$ cat config.mk
export PLATFORM = sky130hd
export DESIGN_NAME = sense_amp_capture
export DESIGN_NICKNAME = d
export VERILOG_FILES = /design/src/rtl/sense_amp_capture.sv
export SDC_FILE = /design/constraint.sdc
export NUM_CORES = 1
export LEC_CHECK = 0
export CAP_MARGIN = 20
export CELL_PAD_IN_SITES_DETAIL_PLACEMENT = 1
export CELL_PAD_IN_SITES_GLOBAL_PLACEMENT = 1
export CORE_ASPECT_RATIO = 1.4
export CORE_MARGIN = 4
export CORE_UTILIZATION = 37
export CTS_CLUSTER_DIAMETER = 100
export CTS_CLUSTER_SIZE = 14
export DETAILED_ROUTE_END_ITERATION = 8
export PLACE_DENSITY = 0.88
export SETUP_SLACK_MARGIN = 0.05
export SLEW_MARGIN = 5
export SYNTH_ARGS = -nofsm -noshare
export SYNTH_HDL_FRONTEND = slang
export SYNTH_SLANG_ARGS = --single-unit
$ cat constraint.sdc
create_clock -name SIM_CLK -period 2.75 [get_ports SIM_CLK]
set_input_delay 0.4125 -clock SIM_CLK [delete_from_list [all_inputs] [get_ports SIM_CLK]]
set_output_delay 0.4125 -clock SIM_CLK [all_outputs]
set_load 0.05 [all_outputs]
$ cat src/rtl/sense_amp_capture.sv
// -----------------------------------------------------------------------------
// sense_amp_capture
//
// Consumer of the wired-OR sense-amplifier bus (SAP, SA01..SA14, SA16).
// A rising edge on either read strobe (SBF = fixed memory, SBE = erasable
// memory) starts a capture. The bus is sampled SETTLE_CYC cycles later, odd
// parity is checked, and the word is held for the G-register loader behind a
// valid/ack handshake. Dropped strobes and (optional) hold timeouts raise the
// sticky OVRN flag; parity failures raise the sticky PALARM flag.
//
// Parameters
//   SETTLE_CYC  : cycles from the strobe edge to the sample state, 1..15
//   TIMEOUT_CYC : cycles SA_VALID may wait for SA_ACK before the word is
//                 discarded; 0 disables the timeout
//
// Configuration macro
//   SA_PARITY_CHECK_EN : when defined, SA_PERR and PALARM are driven by the
//                        parity checker; when undefined both are tied low.
//                        SA_PAR is captured either way.
//
// Ports
//   SIM_CLK    in   block clock
//   SIM_RST    in   asynchronous active-low reset
//   SBF, SBE   in   read strobes (levels); rising edge starts a capture
//   SAP        in   sense-amp parity bit
//   SA_BUS     in   {SA16, SA14..SA01}, MSB = SA16
//   SA_ACK     in   consumer accepts the held word
//   CLR_FLAGS  in   one-cycle pulse clearing OVRN and PALARM
//   SA_WORD    out  captured data, same order as SA_BUS
//   SA_PAR     out  captured parity bit
//   SA_SRC     out  0 = SBF capture, 1 = SBE capture
//   SA_VALID   out  word held and available
//   SA_PERR    out  parity error on the held word (qualified by SA_VALID)
//   PALARM     out  sticky parity alarm
//   OVRN       out  sticky overrun / timeout flag
// -----------------------------------------------------------------------------
module sense_amp_capture #(
    parameter int SETTLE_CYC  = 3,
    parameter int TIMEOUT_CYC = 0
) (
    input  logic        SIM_CLK,
    input  logic        SIM_RST,
    input  logic        SBF,
    input  logic        SBE,
    input  logic        SAP,
    input  logic [14:0] SA_BUS,
    input  logic        SA_ACK,
    input  logic        CLR_FLAGS,
    output logic [14:0] SA_WORD,
    output logic        SA_PAR,
    output logic        SA_SRC,
    output logic        SA_VALID,
    output logic        SA_PERR,
    output logic        PALARM,
    output logic        OVRN
);

    typedef enum logic [1:0] {
        IDLE   = 2'd0,
        SETTLE = 2'd1,
        SAMPLE = 2'd2,
        HOLD   = 2'd3
    } state_t;

    // Hold counter only has to reach TIMEOUT_CYC-1.
    localparam int TW = (TIMEOUT_CYC > 1) ? $clog2(TIMEOUT_CYC) : 1;

    state_t          state;
    logic [3:0]      cnt;
    logic [TW-1:0]   tcnt;
    logic            sbf_q;
    logic            sbe_q;

    logic            rise_f;
    logic            rise_e;
    logic            any_rise;
    logic            ack_done;
    logic            accept;
    logic            timeout_hit;
    logic            perr_now;
    logic            ovrn_set;
    logic            palarm_set;

    always_comb begin
        rise_f      = 1'b0;
        rise_e      = 1'b0;
        any_rise    = 1'b0;
        ack_done    = 1'b0;
        accept      = 1'b0;
        timeout_hit = 1'b0;
        perr_now    = 1'b0;
        ovrn_set    = 1'b0;
        palarm_set  = 1'b0;

        rise_f   = SBF & ~sbf_q;
        rise_e   = SBE & ~sbe_q;
        any_rise = rise_f | rise_e;

        // ACK only counts once the word is actually being presented.
        ack_done = SA_VALID & SA_ACK;

        // A strobe is taken when idle, or when the held word is being
        // accepted on this very edge (back-to-back transfer).
        accept = any_rise & ((state == IDLE) | ack_done);

        if (TIMEOUT_CYC > 0) begin
            timeout_hit = SA_VALID & ~SA_ACK & (int'(tcnt) == TIMEOUT_CYC - 1);
        end

`ifdef SA_PARITY_CHECK_EN
        // Odd parity over all 16 sense lines; an all-zero bus is an error.
        perr_now = ~(^{SAP, SA_BUS});
`else
        perr_now = 1'b0;
`endif

        // Both strobes rising together counts as a drop even though SBF is
        // captured.
        ovrn_set   = (any_rise & ~accept) | (rise_f & rise_e) | timeout_hit;
        palarm_set = (state == SAMPLE) & perr_now;
    end

    always_ff @(posedge SIM_CLK or negedge SIM_RST) begin
        if (!SIM_RST) begin
            state    <= IDLE;
            cnt      <= '0;
            tcnt     <= '0;
            sbf_q    <= 1'b0;
            sbe_q    <= 1'b0;
            SA_WORD  <= '0;
            SA_PAR   <= 1'b0;
            SA_SRC   <= 1'b0;
            SA_VALID <= 1'b0;
            SA_PERR  <= 1'b0;
            PALARM   <= 1'b0;
            OVRN     <= 1'b0;
        end else begin
            sbf_q <= SBF;
            sbe_q <= SBE;

            // Set events take priority over a simultaneous clear.
            OVRN   <= ovrn_set   | (OVRN   & ~CLR_FLAGS);
            PALARM <= palarm_set | (PALARM & ~CLR_FLAGS);

            case (state)
                IDLE: begin
                    if (any_rise) begin
                        SA_SRC <= ~rise_f;
                        cnt    <= 4'(SETTLE_CYC - 1);
                        state  <= SETTLE;
                    end
                end

                SETTLE: begin
                    if (cnt == 4'd0) begin
                        state <= SAMPLE;
                    end else begin
                        cnt <= cnt - 4'd1;
                    end
                end

                SAMPLE: begin
                    SA_WORD <= SA_BUS;
                    SA_PAR  <= SAP;
                    SA_PERR <= perr_now;
                    tcnt    <= '0;
                    state   <= HOLD;
                end

                HOLD: begin
                    if (!SA_VALID) begin
                        // First HOLD cycle: present the word registered in
                        // SAMPLE.
                        SA_VALID <= 1'b1;
                    end else if (ack_done) begin
                        SA_VALID <= 1'b0;
                        if (any_rise) begin
                            SA_SRC <= ~rise_f;
                            cnt    <= 4'(SETTLE_CYC - 1);
                            state  <= SETTLE;
                        end else begin
                            state <= IDLE;
                        end
                    end else if (timeout_hit) begin
                        SA_VALID <= 1'b0;
                        state    <= IDLE;
                    end else if (TIMEOUT_CYC > 0) begin
                        tcnt <= tcnt + TW'(1);
                    end
                end

                default: state <= IDLE;
            endcase
        end
    end

endmodule

After elaboration in Yosys (flattened, before gate mapping)
Index checks and enable logic that the tools add are counted.

storage, ports and cells
  register bits = 28
  latch bits = 0
  memory bits (writable) = 0
  bits in read-only memories = 0
  input bits = 22
  output and inout port bits = 21
  logic and storage cells = 60
  memories = 0

cells by class
  add/subtract/negate cells = 1
  $mul = 0
  div/mod/pow operators = 0
  $lt $le $gt $ge = 0
  equal/unequal tests = 8
  shifts and indexed selects = 0
  multiplexer cells = 17
  bitwise logic cells = 17
  reduce and logical (&&, ||, !) cells = 7

operators by type and width
  cell                                                                number
  4-bit 2-to-1 mux                                                    4
  4-bit one-hot mux with 3 select lines                               1
  2-bit inequality test, second input constant                        5
  1-bit AND                                                           8
  2-bit 2-to-1 mux                                                    4
  2-bit one-hot mux with 4 select lines                               1
  4-bit AND reduction                                                 2
  1-bit 2-to-1 mux                                                    6
  1-bit inverter                                                      5
  2-bit == test, second input constant                                2
  4-bit logical NOT                                                   1
  1-bit bitwise OR                                                    4
  4-bit by 1-bit subtractor with 4-bit output, second input constant  1
  3-bit AND reduction                                                 1
  3-bit nonzero test                                                  1
  2-bit by 1-bit == test with 1-bit output, second input constant     1
  2-bit logical NOT                                                   1
  1-bit one-hot mux with 2 select lines                               1
  2-bit nonzero test                                                  1

Depth between registers and ports, before layout
Gate-level depths: netlist (run 1).

  depth in word-level cells = 8
  depth in mapped cells = 6
  gate-level depth less buffers = 6

Least setup slack after synthesis (run 1)
OpenSTA, ideal clock, no wires.

  path type = register to register
  from = reg SA_VALID
  to = reg cnt[3]
  setup time = 124 ps
  arrival time = 1398 ps
  required time = 2626 ps
  slack = 1228 ps
  cell stages (with the launch flop) = 5
  buffers on the path = 0
  clock period less this slack = 1522 ps
  path through = dfrtp_1 a21boi_1 nor2_2 o31ai_1 a211o_1

between the ends
  cells in the longest elaborated chain, start to end = 3
  elaborated cells on any way between the ends = 4
  those cells by class = eq/ne (2); bitwise (1); reduce/logical (1)

RTL lines
  what                               line  source
  start: declaration                 52    output logic SA_VALID,
  start signal: assignment           133   SA_VALID <= 1'b0;
  start signal: assignment           174   SA_VALID <= 1'b1;
  start signal: assignment           176   SA_VALID <= 1'b0;
  1-bit AND                          100   ack_done = SA_VALID & SA_ACK;
  2-bit inequality test (no line)    n/a
  4-bit AND reduction (no line) (*)  n/a
  end signal: assignment             149   cnt <= 4'(SETTLE_CYC - 1);
  end signal: assignment             158   cnt <= cnt - 4'd1;
  end signal: assignment             179   cnt <= 4'(SETTLE_CYC - 1);
  end: declaration                   69    logic [3:0] cnt;

Every way passes the cells marked *; elsewhere a longest branch is shown, timed or not.
A chain may end at the register's enable or synchronous reset.

Final worst setup path (run 1)
  from = reg SA_VALID
  to = out SA_VALID

No word-level cell between the ends.

==> results of run 1 <==
power by group through the flow:
stage	Clock [mW]	Combinational (mW)	Sequential, mW
6_report	0.252	1.43	0.711
5_1_grt	0.278	1.52	0.737
4_1_cts	0.262	1.45	0.714
3_5_place_dp	0	1.44	0.722
3_3_place_gp	0	1.40	0.702
2_1_floorplan	0	0.500	1.20
synthesized netlist by cell type:
cell type,number,area (µm²)
a32oi_1,1,8.76
and3_1,1,6.26
a31oi_1,2,12.5
buf_4,1,7.51
a211o_1,1,8.76
nand2_1,1,3.75
o21ai_0,2,10.0
ha_1,7,87.6
nand3_1,1,5.00
nor2b_1,7,43.8
o2111ai_1,1,8.76
o31ai_1,1,7.51
a21boi_1,1,7.51
mux2_2,17,191
a21bo_2,1,10.0
dfrtp_1,28,701
nor2_2,1,6.26
nand2b_1,3,18.8
or3_1,1,6.26
a31o_2,1,8.76
nor4b_1,1,8.76
nor3b_1,1,7.51
o31a_1,1,8.76
a21oi_1,5,25.0
o22ai_1,1,6.26
o22a_1,1,8.76
inv_1,5,18.8
nor3_1,1,5.00
buf_2,2,10.0
o2bb2ai_1,1,8.76
nor2_1,2,7.51
conb_1,1,3.75
through the flow:
step / instances / area [µm²] / hold slack, ps / total power, mW
2_1_floorplan: 101 / 1280 / 117 / 1.70
3_3_place_gp: 180 / 1730 / 477 / 2.10
3_5_place_dp: 180 / 1730 / 481 / 2.16
4_1_cts: 184 / 1780 / 509 / 2.43
5_1_grt: 184 / 1780 / 525 / 2.53
6_report: 184 / 1780 / 500 / 2.40
layout make-up:
type | count | area [µm²] | share of cell area
tap | 40 | 50.0 | 0.0281
sequential | 28 | 701 | 0.393
timing repair buffer | 42 | 418 | 0.234
multi-input combinational | 65 | 542 | 0.304
clock buffer | 4 | 55.1 | 0.0309
inverter | 5 | 18.8 | 0.0105
layer usage:
layer | up-vias | wire length [µm]
met5 | - | 0
met4 | 0 | 32
met3 | 5 | 141
met2 | 30 | 1680
met1 | 488 | 1140
li1 | 438 | -
layout by cell type (no fill, tap or decap), types with 2 or more instances in the layout:
cell type        instances
nor2_1                   2
ha_1                     7
clkdlybuf4s50_1         41
clkbuf_8                 4
a21oi_1                  5
o21ai_0                  2
mux2_2                  17
inv_1                    5
a31oi_1                  2
nand2b_1                 3
dfrtp_1                 28
nor2b_1                  7
cells by family (layout without fill, tap and decap cells):
family	after synthesis	after routing	share of synthesized area
flops	28	28	0.548
compound gates	20	20	0.110
simple gates	20	20	0.0930
mux	17	17	0.150
buf+inv	8	51	0.0284
fa+ha+maj	7	7	0.0685
other cells	1	1	0.00293
worst max-delay path by stage:
stage                           to
after floorplan             cnt[3]
after global placement      cnt[3]
after detailed placement    cnt[3]
after CTS                 SA_VALID
after global routing      SA_VALID
final                     SA_VALID
==> run metrics, run 1 <==
Crit. path cell count 1; Largest Register SA_WORD; combinational power share 0.598; Worst Hold End SA_SRC; Filler Cell Count 361; R2R Setup Slk 1040 ps; Synth-to-Final Area Change 39.5%; worst flop-to-flop path startpoint state[0]; Largest register FFs 15; Syn Nets 130; Worst Setup End Kind output port; FF+latch count, synth 28; Clk Latency, worst-skew pair 270 ps; Worst Reg-to-Reg Cells 3; Clock Path Buffers 2; post-CTS setup repair buffer count 0; TritonCTS buffer count 3; die area 4470 µm²; via count 961; maximum achievable frequency 510 MHz; Antenna Nets Post-Route 0; slowest CP cell clkdlybuf4s50_1; Final setup viols 0; Crit path max-delay family buffers and inverters; Via-to-Cell Ratio 5.22; Worst Setup Start Kind flip-flop; setup repair after global routing missed its margin no; drt pass-1 iters 4; Psw 1.10 mW; Post-CTS Hold Buffers 0; Final Hold Fails 0; Yosys Warn Count 0; max-cap viol count 0; power per cell area 1340 nW/µm²; top flop regs SA_WORD x15, cnt x4, state x2; Clock Power Share 0.105; H-tree depth 1; sequential group share of total power 0.297; PnR worst setup slack 790 ps; first-pass GRT wire length 5.03 mm; hpwl dp 2.37 mm; Final period util 0.713; crit path time final 1960 ps; met3 Use GR 0.0216; GRT met2 Usage 0.268; Critical Path Fanout Max 6; terminus of the critical flop-to-flop path SA_WORD[5]; crit path buf inv count 1; status finished clean; post-synth cell types 32; Int Pwr 1.29 mW; final slew viol count 0; post-CTS sizing 0; num ports 43; grt ovf 0; Worst VDD drop 0.802 mV; synthesized area 1280 µm²; Setup TNS 0 ps; Hold Crit Class flip-flop to flip-flop; Cell Chain, Critical Path clkdlybuf4s50_1; worst path required time 2340 ps; die height 77.6 µm; crit path DAT 1550 ps; met1 usage in global routing 0.161; WL/cell 16.3 µm; layer with the highest usage met2; Root Driver clkbuf_8; Site Rows 25; CTS tree yes; Core ar. 3350 µm²; largest net degree at the start of global routing 29; Worst-Margin Slew 691 ps; Avg Inst Size Synth 12.7 µm²; routed wire length 2.99 mm; critical path launch point SA_VALID; Synth Instances 101; die width 57.7 µm; slowest stage delay, CP 840 ps; HP Start SA_SRC; final core occ 0.533; GR Util All Layers 0.142; GP Congestion 0.835; DRC viols 0; worst setup path category flip-flop to output port; Static Leak 0.762 nW; register area share after synthesis 0.548; ant diodes 0; initial core utilization 0.382; Starting DRT DRC Count 8; Slew headroom 0.539; worst slack at placement 911 ps; antenna violations before repair 0; vias in the first global route 1073; nets@finish 174; share of cells above drive strength 1 0.174; Clock Pin Slew Worst Setup and Hold Paths 90 ps; number of port buffers 41; Setup Skew 2.03 ps; Hold Path Depth 1; CTS sink cnt 28; switching share of power 0.460
Power figures use the tool's default switching activity.
==> run 2, diff against run 1 <==
--- a/config.mk
+++ b/config.mk
@@ -10,11 +10,11 @@
 export CELL_PAD_IN_SITES_GLOBAL_PLACEMENT = 1
 export CORE_ASPECT_RATIO = 1.4
 export CORE_MARGIN = 4
-export CORE_UTILIZATION = 37
+export CORE_UTILIZATION = 31
 export CTS_CLUSTER_DIAMETER = 100
 export CTS_CLUSTER_SIZE = 14
 export DETAILED_ROUTE_END_ITERATION = 8
-export PLACE_DENSITY = 0.88
+export PLACE_DENSITY = 0.79
 export SETUP_SLACK_MARGIN = 0.05
 export SLEW_MARGIN = 5
 export SYNTH_ARGS = -nofsm -noshare
==> constraint.sdc (replaced) <==
create_clock -name SIM_CLK -period 1.7 [get_ports SIM_CLK]
set_input_delay 0.255 -clock SIM_CLK [delete_from_list [all_inputs] [get_ports SIM_CLK]]
set_output_delay 0.255 -clock SIM_CLK [all_outputs]
set_load 0.05 [all_outputs]
==> run 2 against run 1 <==
  * Worst hold slack got worse by 160 ps
  * Die area grew 17%
  * Sequential share of layout area fell by 0.33 points
  * Global-route usage shrank 3.0 points
  * Cell count grew 3.8%
  * Via count decreased by 1.1%
  * Largest cell class unchanged
  * Utilization fell by 7.8 points
==> run metrics, run 2 (synthesized netlist as in run 1, its figures left out) <==
num ports 43 (unchanged); GR Util All Layers 0.112 (-0.0298); Starting DRT DRC Count 19 (+11); Largest Register SA_WORD; die height 84.0 µm (+8.3%); Static Leak 0.808 nW (+6.1%); Clock Path Buffers 2 (unchanged); worst path required time 1870 ps (-470 ps); Final setup viols 0 (unchanged); most frequent cells in the layout 28 x dfrtp_1, 24 x buf_4, 21 x clkdlybuf4s50_1, 17 x mux2_2; terminus of the critical flop-to-flop path cnt[3]; DRC viols 0 (unchanged); die area 5230 µm² (+17%); ant diodes 0 (unchanged); Worst Reg-to-Reg Cells 5 (+2); Setup TNS 0 ps (unchanged); crit path to cnt[3]; die width 62.3 µm (+8.0%); nets@finish 178 (+2.3%); critical path launch point state[1]; crit path time final 1600 ps; final total power 3.92 mW (+64%); first-pass GRT wire length 4.88 mm (-3.0%); setup repair after global routing missed its margin no; initial core utilization 0.324 (-0.0585); antenna violations before repair 0 (unchanged); status finished clean; crit path DAT 1760 ps (+210 ps); Worst Setup Start Kind flip-flop; Clock Pin Slew Worst Setup and Hold Paths 90 ps (about the same); share of cells above drive strength 1 0.365 (+0.191); top flop regs SA_WORD x15, cnt x4, state x2; Setup Skew 2.16 ps (+0.128 ps); max-cap viol count 0 (unchanged); Clk Latency, worst-skew pair 270 ps (about the same); number of port buffers 41 (unchanged); H-tree depth 1 (unchanged); Hold Crit Class primary input to async pin; largest net degree at the start of global routing 29 (unchanged); Largest register FFs 15 (unchanged); Core ar. 3950 µm² (+18%); vias in the first global route 1028 (-4.2%); Critical Path Fanout Max 6 (unchanged); commonest non-fill, non-tap cell in the layout dfrtp_1; routed wire length 2.88 mm (-3.7%); Antenna Nets Post-Route 0 (unchanged); WL/cell 15.1 µm (-7.2%); Post-CTS Hold Buffers 0 (unchanged); Worst VDD drop 1.07 mV (+34%); Site Rows 27 (+8.0%); grt ovf 0 (unchanged); R2R Setup Slk 100 ps (-940 ps); hpwl dp 2.24 mm (-5.5%); worst setup path category flip-flop to flip-flop; Root Driver clkbuf_8; worst flop-to-flop path startpoint state[1]; maximum achievable frequency 626 MHz; CTS sink cnt 28 (unchanged); Synth-to-Final Area Change 40.7%; final slew viol count 0 (unchanged); Via-to-Cell Ratio 4.97 (-4.8%); drt pass-1 iters 4 (unchanged); GP Congestion 0.858 (+2.7%); power per cell area 2180 nW/µm² (+62%); TritonCTS buffer count 3 (unchanged); Final Hold Fails 0 (unchanged); Worst Setup End Kind flip-flop; via count 950 (-1.1%); Final period util 0.939; CTS tree yes
## run 2: cell types whose count changed in the layout (fill, tap and decap cells not counted), sizes merged
cell / delta
buf: +24
clkdlybuf4s50: -20
## run 2: worst min path at each step
stage | end | slack, ps | cells after the start
CTS | sbe_q | 360 | 2
detailed placement | SA_SRC | 480 | 1
global placement | PALARM | 480 | 1
global route | SA_SRC | 380 | 2
finish | sbe_q | 340 | 2
floorplan | OVRN | -40 | 0
## run 2: critical path: stages (launching register included)
cell,delay (ps)
dfrtp_1,430
ha_2,230
a21boi_1,160
nor2_2,240
o31ai_1,140
a211o_1,300
## run 2: repair_timing
action	CTS	global route
resized for setup	1	5
setup buffers	0	3
pin swaps	0	1
endpoints found under the setup margin	1	5
## run 2: final cells by class
type | instances | area (µm²)
Clock buffer | 4 | 55.1
Fill cell | 425 | 2150
Inverter | 5 | 18.8
Multi-Input combinational cell | 65 | 561
Sequential cell | 28 | 701
Tap cell | 43 | 53.8
Timing Repair Buffer | 46 | 410
## run 2: metrics by stage
step	worst slack (ps)	hold slack, ps	area (µm²)	utilization	std cells
floorplan	178	-40.6	1280	-	101
finish	104	344	1800	0.455	191
CTS	71.4	359	1760	0.445	188
global placement	114	484	1700	0.431	184
detailed placement	68.8	483	1700	0.431	184
global route	13.5	384	1800	0.455	191
## run 2: routing by layer
layer / up-vias / wire, µm / track usage
met1: 467 / 1020 / 0.116
li1: 450 / - / -
met3: 5 / 208 / 0.0377
met5: - / 0 / 0
met2: 28 / 1610 / 0.208
met4: 0 / 43 / 0.0347
## run 2: power breakdown
part / internal (mW) / switching [mW]
sequential: 0.964 / 0.181
clock: 0.207 / 0.200
combinational: 0.941 / 1.43
